<file path="src/rtl/mips_avalon_arbiter_if.sv">
// Bus bundle between the three CPU-side requesters, the arbiter and the
// Avalon memory port. The arbiter uses the master modport (it masters the
// Avalon bus); requesters and memory together use the slave modport.
interface mips_avalon_arbiter_if;
  // instruction-cache line fetch
  logic        i_req;
  logic [31:0] i_address;
  logic [31:0] i_readdata;
  logic        i_valid;
  // data-cache fetch
  logic        d_req;
  logic [31:0] d_address;
  logic [31:0] d_readdata;
  logic        d_valid;
  // write-buffer drain
  logic        w_req;
  logic [31:0] w_address;
  logic [31:0] w_writedata;
  logic [3:0]  w_byteenable;
  logic        w_urgent;
  logic        w_done;
  // Avalon memory port
  logic [31:0] mem_address;
  logic        mem_read;
  logic        mem_write;
  logic [31:0] mem_writedata;
  logic [3:0]  mem_byteenable;
  logic        waitrequest;
  logic [31:0] mem_readdata;
  // current owner for debug
  logic [1:0]  grant;

  modport master (
    input  i_req, i_address, d_req, d_address,
    input  w_req, w_address, w_writedata, w_byteenable, w_urgent,
    input  waitrequest, mem_readdata,
    output i_readdata, i_valid, d_readdata, d_valid, w_done,
    output mem_address, mem_read, mem_write, mem_writedata, mem_byteenable,
    output grant
  );

  modport slave (
    output i_req, i_address, d_req, d_address,
    output w_req, w_address, w_writedata, w_byteenable, w_urgent,
    output waitrequest, mem_readdata,
    input  i_readdata, i_valid, d_readdata, d_valid, w_done,
    input  mem_address, mem_read, mem_write, mem_writedata, mem_byteenable,
    input  grant
  );
endinterface

</file>
<file path="src/rtl/mips_avalon_arbiter.sv">
// Single-master Avalon arbiter for the MIPS core. Three requesters (I-cache
// fetch, D-cache fetch, write-buffer drain) share one memory port. Fixed
// priority I > D > W, except that W jumps to the top when the write buffer
// is full or W has been kept waiting for STARVE_MAX cycles. A granted
// transaction is latched onto the bus and held until waitrequest drops;
// one IDLE cycle then separates it from the next grant.
module mips_avalon_arbiter #(
  parameter int unsigned STARVE_MAX = 8
) (
  input  logic                   clk,
  input  logic                   rst,
  mips_avalon_arbiter_if.master  bus
);

  typedef enum logic [1:0] {
    IDLE  = 2'd0,
    BUS_I = 2'd1,
    BUS_D = 2'd2,
    BUS_W = 2'd3
  } state_t;

  localparam logic [7:0] STARVE_LIM = STARVE_MAX[7:0];

  state_t      state, state_next;

  logic [31:0] addr_q,  addr_d;
  logic [31:0] wdata_q, wdata_d;
  logic [3:0]  be_q,    be_d;
  logic        rd_q,    rd_d;
  logic        wr_q,    wr_d;
  logic [31:0] ird_q,   ird_d;
  logic [31:0] drd_q,   drd_d;
  logic        iv_q,    iv_d;
  logic        dv_q,    dv_d;
  logic        wd_q,    wd_d;
  logic [7:0]  cnt_q,   cnt_d;

  logic        i_elig, d_elig, w_elig, w_promoted;

  // A requester whose completion pulse is showing this cycle still has its
  // old request up; keep it out of arbitration so it is not served twice.
  assign i_elig     = bus.i_req & ~iv_q;
  assign d_elig     = bus.d_req & ~dv_q;
  assign w_elig     = bus.w_req & ~wd_q;
  assign w_promoted = bus.w_urgent | (cnt_q == STARVE_LIM);

  // State register; reset aborts any transaction in flight.
  always_ff @(posedge clk or posedge rst) begin
    if (rst) state <= IDLE;
    else     state <= state_next;
  end

  // Arbitration, bus field capture and completion handling.
  always_comb begin
    state_next = state;
    addr_d     = addr_q;
    wdata_d    = wdata_q;
    be_d       = be_q;
    rd_d       = rd_q;
    wr_d       = wr_q;
    ird_d      = ird_q;
    drd_d      = drd_q;
    iv_d       = 1'b0;
    dv_d       = 1'b0;
    wd_d       = 1'b0;

    case (state)
      IDLE: begin
        if (w_promoted && w_elig) begin
          state_next = BUS_W;
        end else if (i_elig) begin
          state_next = BUS_I;
        end else if (d_elig) begin
          state_next = BUS_D;
        end else if (w_elig) begin
          state_next = BUS_W;
        end

        if (state_next == BUS_I || state_next == BUS_D) begin
          addr_d  = (state_next == BUS_I) ? bus.i_address : bus.d_address;
          rd_d    = 1'b1;
          wr_d    = 1'b0;
          be_d    = 4'b1111;
          wdata_d = 32'd0;
        end else if (state_next == BUS_W) begin
          addr_d  = bus.w_address;
          rd_d    = 1'b0;
          wr_d    = 1'b1;
          be_d    = bus.w_byteenable;
          wdata_d = bus.w_writedata;
        end
      end

      BUS_I: begin
        if (!bus.waitrequest) begin
          state_next = IDLE;
          rd_d       = 1'b0;
          ird_d      = bus.mem_readdata;
          iv_d       = 1'b1;
        end
      end

      BUS_D: begin
        if (!bus.waitrequest) begin
          state_next = IDLE;
          rd_d       = 1'b0;
          drd_d      = bus.mem_readdata;
          dv_d       = 1'b1;
        end
      end

      BUS_W: begin
        if (!bus.waitrequest) begin
          state_next = IDLE;
          wr_d       = 1'b0;
          wd_d       = 1'b1;
        end
      end

      default: state_next = IDLE;
    endcase
  end

  // Starvation counter: counts W's waiting cycles, saturating at the limit.
  always_comb begin
    cnt_d = cnt_q;
    if (state == IDLE && state_next == BUS_W) begin
      cnt_d = 8'd0;
    end else if (!bus.w_req) begin
      cnt_d = 8'd0;
    end else if (state != BUS_W && cnt_q != STARVE_LIM) begin
      cnt_d = cnt_q + 8'd1;
    end
  end

  // Registered bus fields, read data, completion pulses and the counter.
  always_ff @(posedge clk or posedge rst) begin
    if (rst) begin
      addr_q  <= 32'd0;
      wdata_q <= 32'd0;
      be_q    <= 4'd0;
      rd_q    <= 1'b0;
      wr_q    <= 1'b0;
      ird_q   <= 32'd0;
      drd_q   <= 32'd0;
      iv_q    <= 1'b0;
      dv_q    <= 1'b0;
      wd_q    <= 1'b0;
      cnt_q   <= 8'd0;
    end else begin
      addr_q  <= addr_d;
      wdata_q <= wdata_d;
      be_q    <= be_d;
      rd_q    <= rd_d;
      wr_q    <= wr_d;
      ird_q   <= ird_d;
      drd_q   <= drd_d;
      iv_q    <= iv_d;
      dv_q    <= dv_d;
      wd_q    <= wd_d;
      cnt_q   <= cnt_d;
    end
  end

  assign bus.mem_address    = addr_q;
  assign bus.mem_writedata  = wdata_q;
  assign bus.mem_byteenable = be_q;
  assign bus.mem_read       = rd_q;
  assign bus.mem_write      = wr_q;
  assign bus.i_readdata     = ird_q;
  assign bus.d_readdata     = drd_q;
  assign bus.i_valid        = iv_q;
  assign bus.d_valid        = dv_q;
  assign bus.w_done         = wd_q;
  assign bus.grant          = state;

endmodule

</file>
<file path="src/flat_wrapper.sv">
// flat-port wrapper written by rule: the top's interface ports become plain ports
module mips_avalon_arbiter_flat 
#(
  parameter int unsigned STARVE_MAX = 8
)
  (clk, rst, bus_i_req, bus_i_address, bus_d_req, bus_d_address, bus_w_req, bus_w_address, bus_w_writedata, bus_w_byteenable, bus_w_urgent, bus_waitrequest, bus_mem_readdata, bus_i_readdata, bus_i_valid, bus_d_readdata, bus_d_valid, bus_w_done, bus_mem_address, bus_mem_read, bus_mem_write, bus_mem_writedata, bus_mem_byteenable, bus_grant);
  mips_avalon_arbiter_if bus_i ();
  input  logic clk;
  input  logic rst;
  input wire logic [$bits(bus_i.i_req)-1:0] bus_i_req;
  input wire logic [$bits(bus_i.i_address)-1:0] bus_i_address;
  input wire logic [$bits(bus_i.d_req)-1:0] bus_d_req;
  input wire logic [$bits(bus_i.d_address)-1:0] bus_d_address;
  input wire logic [$bits(bus_i.w_req)-1:0] bus_w_req;
  input wire logic [$bits(bus_i.w_address)-1:0] bus_w_address;
  input wire logic [$bits(bus_i.w_writedata)-1:0] bus_w_writedata;
  input wire logic [$bits(bus_i.w_byteenable)-1:0] bus_w_byteenable;
  input wire logic [$bits(bus_i.w_urgent)-1:0] bus_w_urgent;
  input wire logic [$bits(bus_i.waitrequest)-1:0] bus_waitrequest;
  input wire logic [$bits(bus_i.mem_readdata)-1:0] bus_mem_readdata;
  output wire logic [$bits(bus_i.i_readdata)-1:0] bus_i_readdata;
  output wire logic [$bits(bus_i.i_valid)-1:0] bus_i_valid;
  output wire logic [$bits(bus_i.d_readdata)-1:0] bus_d_readdata;
  output wire logic [$bits(bus_i.d_valid)-1:0] bus_d_valid;
  output wire logic [$bits(bus_i.w_done)-1:0] bus_w_done;
  output wire logic [$bits(bus_i.mem_address)-1:0] bus_mem_address;
  output wire logic [$bits(bus_i.mem_read)-1:0] bus_mem_read;
  output wire logic [$bits(bus_i.mem_write)-1:0] bus_mem_write;
  output wire logic [$bits(bus_i.mem_writedata)-1:0] bus_mem_writedata;
  output wire logic [$bits(bus_i.mem_byteenable)-1:0] bus_mem_byteenable;
  output wire logic [$bits(bus_i.grant)-1:0] bus_grant;
  assign bus_i.i_req = bus_i_req;
  assign bus_i.i_address = bus_i_address;
  assign bus_i.d_req = bus_d_req;
  assign bus_i.d_address = bus_d_address;
  assign bus_i.w_req = bus_w_req;
  assign bus_i.w_address = bus_w_address;
  assign bus_i.w_writedata = bus_w_writedata;
  assign bus_i.w_byteenable = bus_w_byteenable;
  assign bus_i.w_urgent = bus_w_urgent;
  assign bus_i.waitrequest = bus_waitrequest;
  assign bus_i.mem_readdata = bus_mem_readdata;
  assign bus_i_readdata = bus_i.i_readdata;
  assign bus_i_valid = bus_i.i_valid;
  assign bus_d_readdata = bus_i.d_readdata;
  assign bus_d_valid = bus_i.d_valid;
  assign bus_w_done = bus_i.w_done;
  assign bus_mem_address = bus_i.mem_address;
  assign bus_mem_read = bus_i.mem_read;
  assign bus_mem_write = bus_i.mem_write;
  assign bus_mem_writedata = bus_i.mem_writedata;
  assign bus_mem_byteenable = bus_i.mem_byteenable;
  assign bus_grant = bus_i.grant;
  mips_avalon_arbiter #(.STARVE_MAX(STARVE_MAX)) u_core (.clk(clk), .rst(rst), .bus(bus_i));
endmodule
</file>
<file path="config.mk">
export PLATFORM = sky130hd
export DESIGN_NAME = mips_avalon_arbiter_flat
export DESIGN_NICKNAME = d
export VERILOG_FILES = /design/src/rtl/mips_avalon_arbiter_if.sv /design/src/rtl/mips_avalon_arbiter.sv /design/src/flat_wrapper.sv
export SDC_FILE = /design/constraint.sdc
export NUM_CORES = 1
export LEC_CHECK = 0
export BUFFER_PORTS_ARGS = -buffer_cell sky130_fd_sc_hd__buf_2
export CAP_MARGIN = 20
export CORE_ASPECT_RATIO = 0.8
export CORE_MARGIN = 4
export CORE_UTILIZATION = 42
export DETAILED_ROUTE_END_ITERATION = 10
export GPL_TIMING_DRIVEN = 0
export PLACE_DENSITY = 0.86
export SLEW_MARGIN = 20
export SYNTH_ARGS = -nofsm -noshare
export SYNTH_HDL_FRONTEND = slang
export SYNTH_SLANG_ARGS = --single-unit
</file>
<file path="constraint.sdc">
create_clock -name clk -period 4.65 [get_ports clk]
set_clock_uncertainty 0.2 [all_clocks]
set_input_delay 0.465 -clock clk [delete_from_list [all_inputs] [get_ports clk]]
set_output_delay 0.465 -clock clk [all_outputs]
set_load 0.05 [all_outputs]
</file>
==> impl_metrics.prom <==
# TYPE chip_impl_metric gauge
chip_impl_metric{name="clock_tree_buf_depth",unit=""} 2
chip_impl_metric{name="worstPathArrival",unit="ns"} 3.85
chip_impl_metric{name="critical_path_peak_fanout",unit=""} 11
chip_impl_metric{name="num-nets-final",unit=""} 1108
chip_impl_metric{name="detailed_place_hpwl",unit="mm"} 14.6
chip_impl_metric{name="clkTransAtPathRegs",unit="ns"} 0.07
chip_impl_metric{name="finalWirelength",unit="mm"} 19.0
chip_impl_metric{name="initial_utilization",unit="%"} 43.4
chip_impl_metric{name="detailed_route_via_count",unit=""} 5649
chip_impl_metric{name="postSynthAreaPerCell",unit="µm²"} 11.0
chip_impl_metric{name="cts_num_sinks",unit=""} 147
chip_impl_info{name="synth_common_cells",value="sky130_fd_sc_hd__dfrtp_1 (147), sky130_fd_sc_hd__nand2_1 (106), sky130_fd_sc_hd__o21ai_0 (100)"} 1
chip_impl_metric{name="ctsHtreeMaxLevel",unit=""} 4
chip_impl_metric{name="slew_viol_final",unit=""} 0
chip_impl_metric{name="min_period",unit="ns"} 3.73
chip_impl_info{name="synthMostInstantiatedCell",value="sky130_fd_sc_hd__dfrtp_1"} 1
chip_impl_metric{name="num_antenna_cells",unit=""} 0
chip_impl_metric{name="grt_pass1_wl",unit="mm"} 29.8
chip_impl_metric{name="placementRows",unit=""} 40
chip_impl_metric{name="syn_inst",unit=""} 597
chip_impl_metric{name="total_leakage_power",unit="nW"} 4.51
chip_impl_info{name="ys.flop_type",value="sky130_fd_sc_hd__dfrtp_1"} 1
chip_impl_metric{name="finalSetupViolations",unit=""} 0
chip_impl_info{name="cts-root-buf",value="sky130_fd_sc_hd__clkbuf_16"} 1
chip_impl_metric{name="gpl.final_weighted_congestion",unit=""} 0.829
chip_impl_metric{name="gr-usage-all-layers",unit="%"} 21.1
chip_impl_info{name="grt_setup_unrepaired",value="no"} 1
chip_impl_metric{name="routed_via_density",unit=""} 4.91
chip_impl_info{name="worst_setup_path_end_kind",value="flip-flop"} 1
chip_impl_metric{name="pwr_density_cell",unit="nW/µm²"} 882
chip_impl_metric{name="first_iteration_detailed_routing_drc_count",unit=""} 286
chip_impl_metric{name="synth.ff_latch_count",unit=""} 147
chip_impl_metric{name="final_cell_area",unit="µm²"} 8990
chip_impl_metric{name="tightestPinTransition",unit="ns"} 0.719
chip_impl_metric{name="grt_pass1_vias",unit=""} 5953
chip_impl_metric{name="critPathRequiredTime",unit="ns"} 4.77
chip_impl_metric{name="peakVddDrop",unit="V"} 0.000533
chip_impl_info{name="outcome",value="finished clean"} 1
chip_impl_metric{name="drt_drc_violations_left",unit=""} 0
chip_impl_info{name="hold_class",value="in -> reg"} 1
chip_impl_metric{name="grt_start_max_net_pins",unit=""} 87
chip_impl_metric{name="drive_above_1_share",unit="%"} 45.4
chip_impl_info{name="worst-setup-path-type",value="reg -> reg"} 1
chip_impl_metric{name="asyncSetResetFlopFracSynth",unit="%"} 100
chip_impl_metric{name="detail_route.first_pass.iterations",unit=""} 4
chip_impl_metric{name="fp.dieW",unit="µm"} 148
chip_impl_metric{name="ys_types",unit=""} 36
chip_impl_info{name="post-synth-top-area-cell",value="sky130_fd_sc_hd__dfrtp_1"} 1
chip_impl_metric{name="sequential_share_of_the_synthesized_area",unit="%"} 55.9
chip_impl_metric{name="detail_route.wl_per_cell",unit="µm"} 16.5
chip_impl_info{name="worst_setup_path_start_kind",value="flip-flop"} 1
chip_impl_info{name="netlist_top_cells_area",value="sky130_fd_sc_hd__dfrtp_1 (56%), sky130_fd_sc_hd__mux2_2 (11%), sky130_fd_sc_hd__o21ai_0 (7.6%)"} 1
chip_impl_metric{name="design.core.area",unit="µm²"} 15200
chip_impl_metric{name="synth_top_cell_area_share",unit="%"} 55.9
chip_impl_metric{name="die_area",unit="µm²"} 17700
chip_impl_metric{name="syn2layout_area_growth",unit="%"} 36.7
chip_impl_metric{name="final_antenna_net_count",unit=""} 0
chip_impl_metric{name="nFillCells",unit=""} 1295
chip_impl_metric{name="max-slew-margin-rel",unit="%"} 51.8
chip_impl_metric{name="grt_overflow_total",unit=""} 0
chip_impl_metric{name="dieHeight",unit="µm"} 120
chip_impl_metric{name="top_level_ports",unit=""} 310
chip_impl_metric{name="dp_cell_count",unit=""} 1117
chip_impl_metric{name="io_buffer_count",unit=""} 309
chip_impl_metric{name="maxCapViolations",unit=""} 0
chip_impl_info{name="cts_tree",value="built"} 1
chip_impl_metric{name="cts_buffers",unit=""} 17
chip_impl_metric{name="postSynthNetCount",unit=""} 778
chip_impl_metric{name="timing.final.hold_violations",unit=""} 0
chip_impl_metric{name="number_of_synthesis_warnings",unit=""} 0
chip_impl_metric{name="clock_latency",unit="ns"} 0.41
chip_impl_metric{name="fin_tns_setup",unit="ns"} 0
chip_impl_metric{name="syn-cell-area",unit="µm²"} 6580
chip_impl_metric{name="number_of_flops_mapped_to_enable_cells_by_yosys",unit=""} 0
chip_impl_metric{name="grt_antenna_before_repair",unit=""} 0
chip_impl_metric{name="stdcell_count",unit=""} 1150
chip_impl_metric{name="layout_worst_path_cycle_share",unit="%"} 80.3
chip_impl_metric{name="detailed_place.area",unit="µm²"} 8420
chip_impl_metric{name="max_freq",unit="MHz"} 268
placed cells by master, fill, tap and decap left out, drive strengths merged:
cell         instances
a211o                1
clkinv              11
o31ai                1
nand2              106
dfrtp              147
or2b                 2
mux2i               35
xnor2                5
and2b                1
mux2                64
a211oi              11
o21ai              101
o41ai                1
a21oi                4
nand4                1
inv                 12
nor3                 2
nor2                 8
nand4b               1
xor2                 1
o22ai                1
ha                  10
nand2b              35
nor3b                1
o21a                 1
clkbuf              44
a21o                 2
nor2b                2
buf                324
nand3                1
and4bb               1
dlygate4sd3          1
nand3b               1
o211ai               1
cells by family (layout without fill, tap and decap cells):
| group | count (synthesis) | after routing | synth area share, % |
|---|---|---|---|
| xor gates and xnor gates | 6 | 6 | 0.799 |
| muxes | 99 | 99 | 16.3 |
| buffers and inverters | 49 | 392 | 3.16 |
| adders and majority gates | 10 | 10 | 1.90 |
| AOI/OAI and AO/OA | 124 | 124 | 10.6 |
| and+or+nand+nor | 162 | 162 | 11.4 |
| DFF | 147 | 147 | 55.9 |
power by group:
| part | switching (mW) | internal [mW] |
|---|---|---|
| clock | 0.546 | 0.717 |
| sequential | 0.311 | 1.88 |
| combinational | 3.32 | 1.17 |
what timing repair did:
action	CTS	global route
hold endpoints to repair	61	0
resized for setup	0	0
setup buffers	0	0
hold buffers	1	0
area by class of cell:
cell class	count	area, µm²	area share [%]
Clock buffer	19	453	5.04
Clock inverter	13	103	1.14
Sequential cell	147	3680	40.9
Timing Repair Buffer	311	1580	17.6
Buffer	39	170	1.89
Multi-Input combinational cell	401	2700	30.0
Tap cell	210	263	2.92
Inverter	10	45.0	0.501
flip-flops by register name, summed over array words and instances, names as in the netlist:
signal / flops
u_core.bus.d_readdata: 32
u_core.bus.i_readdata: 32
u_core.bus.mem_address: 32
u_core.bus.mem_writedata: 32
u_core.cnt_q: 8
u_core.bus.mem_byteenable: 4
u_core.bus.grant: 2
u_core.bus.d_valid: 1
u_core.bus.i_valid: 1
u_core.bus.mem_read: 1
u_core.bus.mem_write: 1
u_core.bus.w_done: 1
path summary, 6_finish.rpt:
check / cells after the start / startpoint / slack (ns) / endpoint
min: 2 / bus_mem_readdata[17] / 0.09 / u_core.bus.d_readdata[17]$_DFFE_PP0P_
min in group asynchronous: 3 / rst / 0.42 / u_core.bus.mem_writedata[8]$_DFFE_PP0P_
min reg2reg: 2 / u_core.bus.mem_address[7]$_DFFE_PP0P_ / 0.27 / u_core.bus.mem_address[7]$_DFFE_PP0P_
max: 12 / u_core.cnt_q[0]$_DFFE_PP0P_ / 0.92 / u_core.bus.mem_address[27]$_DFFE_PP0P_
max reg2reg: 12 / u_core.cnt_q[0]$_DFFE_PP0P_ / 0.92 / u_core.bus.mem_address[27]$_DFFE_PP0P_
max in group asynchronous: 4 / rst / 3.07 / u_core.cnt_q[4]$_DFFE_PP0P_
metal layers:
layer / vias to the layer above / global-route usage [%] / wire length [µm]
met5: - / 0 / 0
met4: 0 / 6.69 / 385
met3: 31 / 5.96 / 1400
met2: 214 / 36.9 / 9490
met1: 2714 / 25.2 / 7690
li1: 2690 / - / -
worst max-delay path, stage by stage (launching register included):
cell,delay [ns]
sky130_fd_sc_hd__dfrtp_1,0.43
sky130_fd_sc_hd__inv_1,0.08
sky130_fd_sc_hd__ha_1,0.14
sky130_fd_sc_hd__and4bb_4,0.28
sky130_fd_sc_hd__a21oi_1,0.08
sky130_fd_sc_hd__o211ai_1,0.29
sky130_fd_sc_hd__buf_6,0.20
sky130_fd_sc_hd__inv_1,0.05
sky130_fd_sc_hd__ha_1,0.40
sky130_fd_sc_hd__clkbuf_1,0.57
sky130_fd_sc_hd__clkbuf_1,0.47
sky130_fd_sc_hd__o21ai_0,0.23
sky130_fd_sc_hd__o21ai_0,0.22
through the flow:
stage | power (mW) | utilization (%) | setup WS [ns] | hold WS (ns)
2_1_floorplan | 5.51 | - | 0.0337 | 0.319
3_3_place_gp | 6.58 | 55.3 | -1.58 | 0.258
3_5_place_dp | 6.71 | 55.5 | 0.991 | 0.265
4_1_cts | 8.00 | 59.3 | 0.920 | 0.0734
5_1_grt | 8.38 | 59.3 | 0.663 | 0.0799
6_report | 7.93 | 59.3 | 0.917 | 0.0934
(Power assumes the default switching activity.)
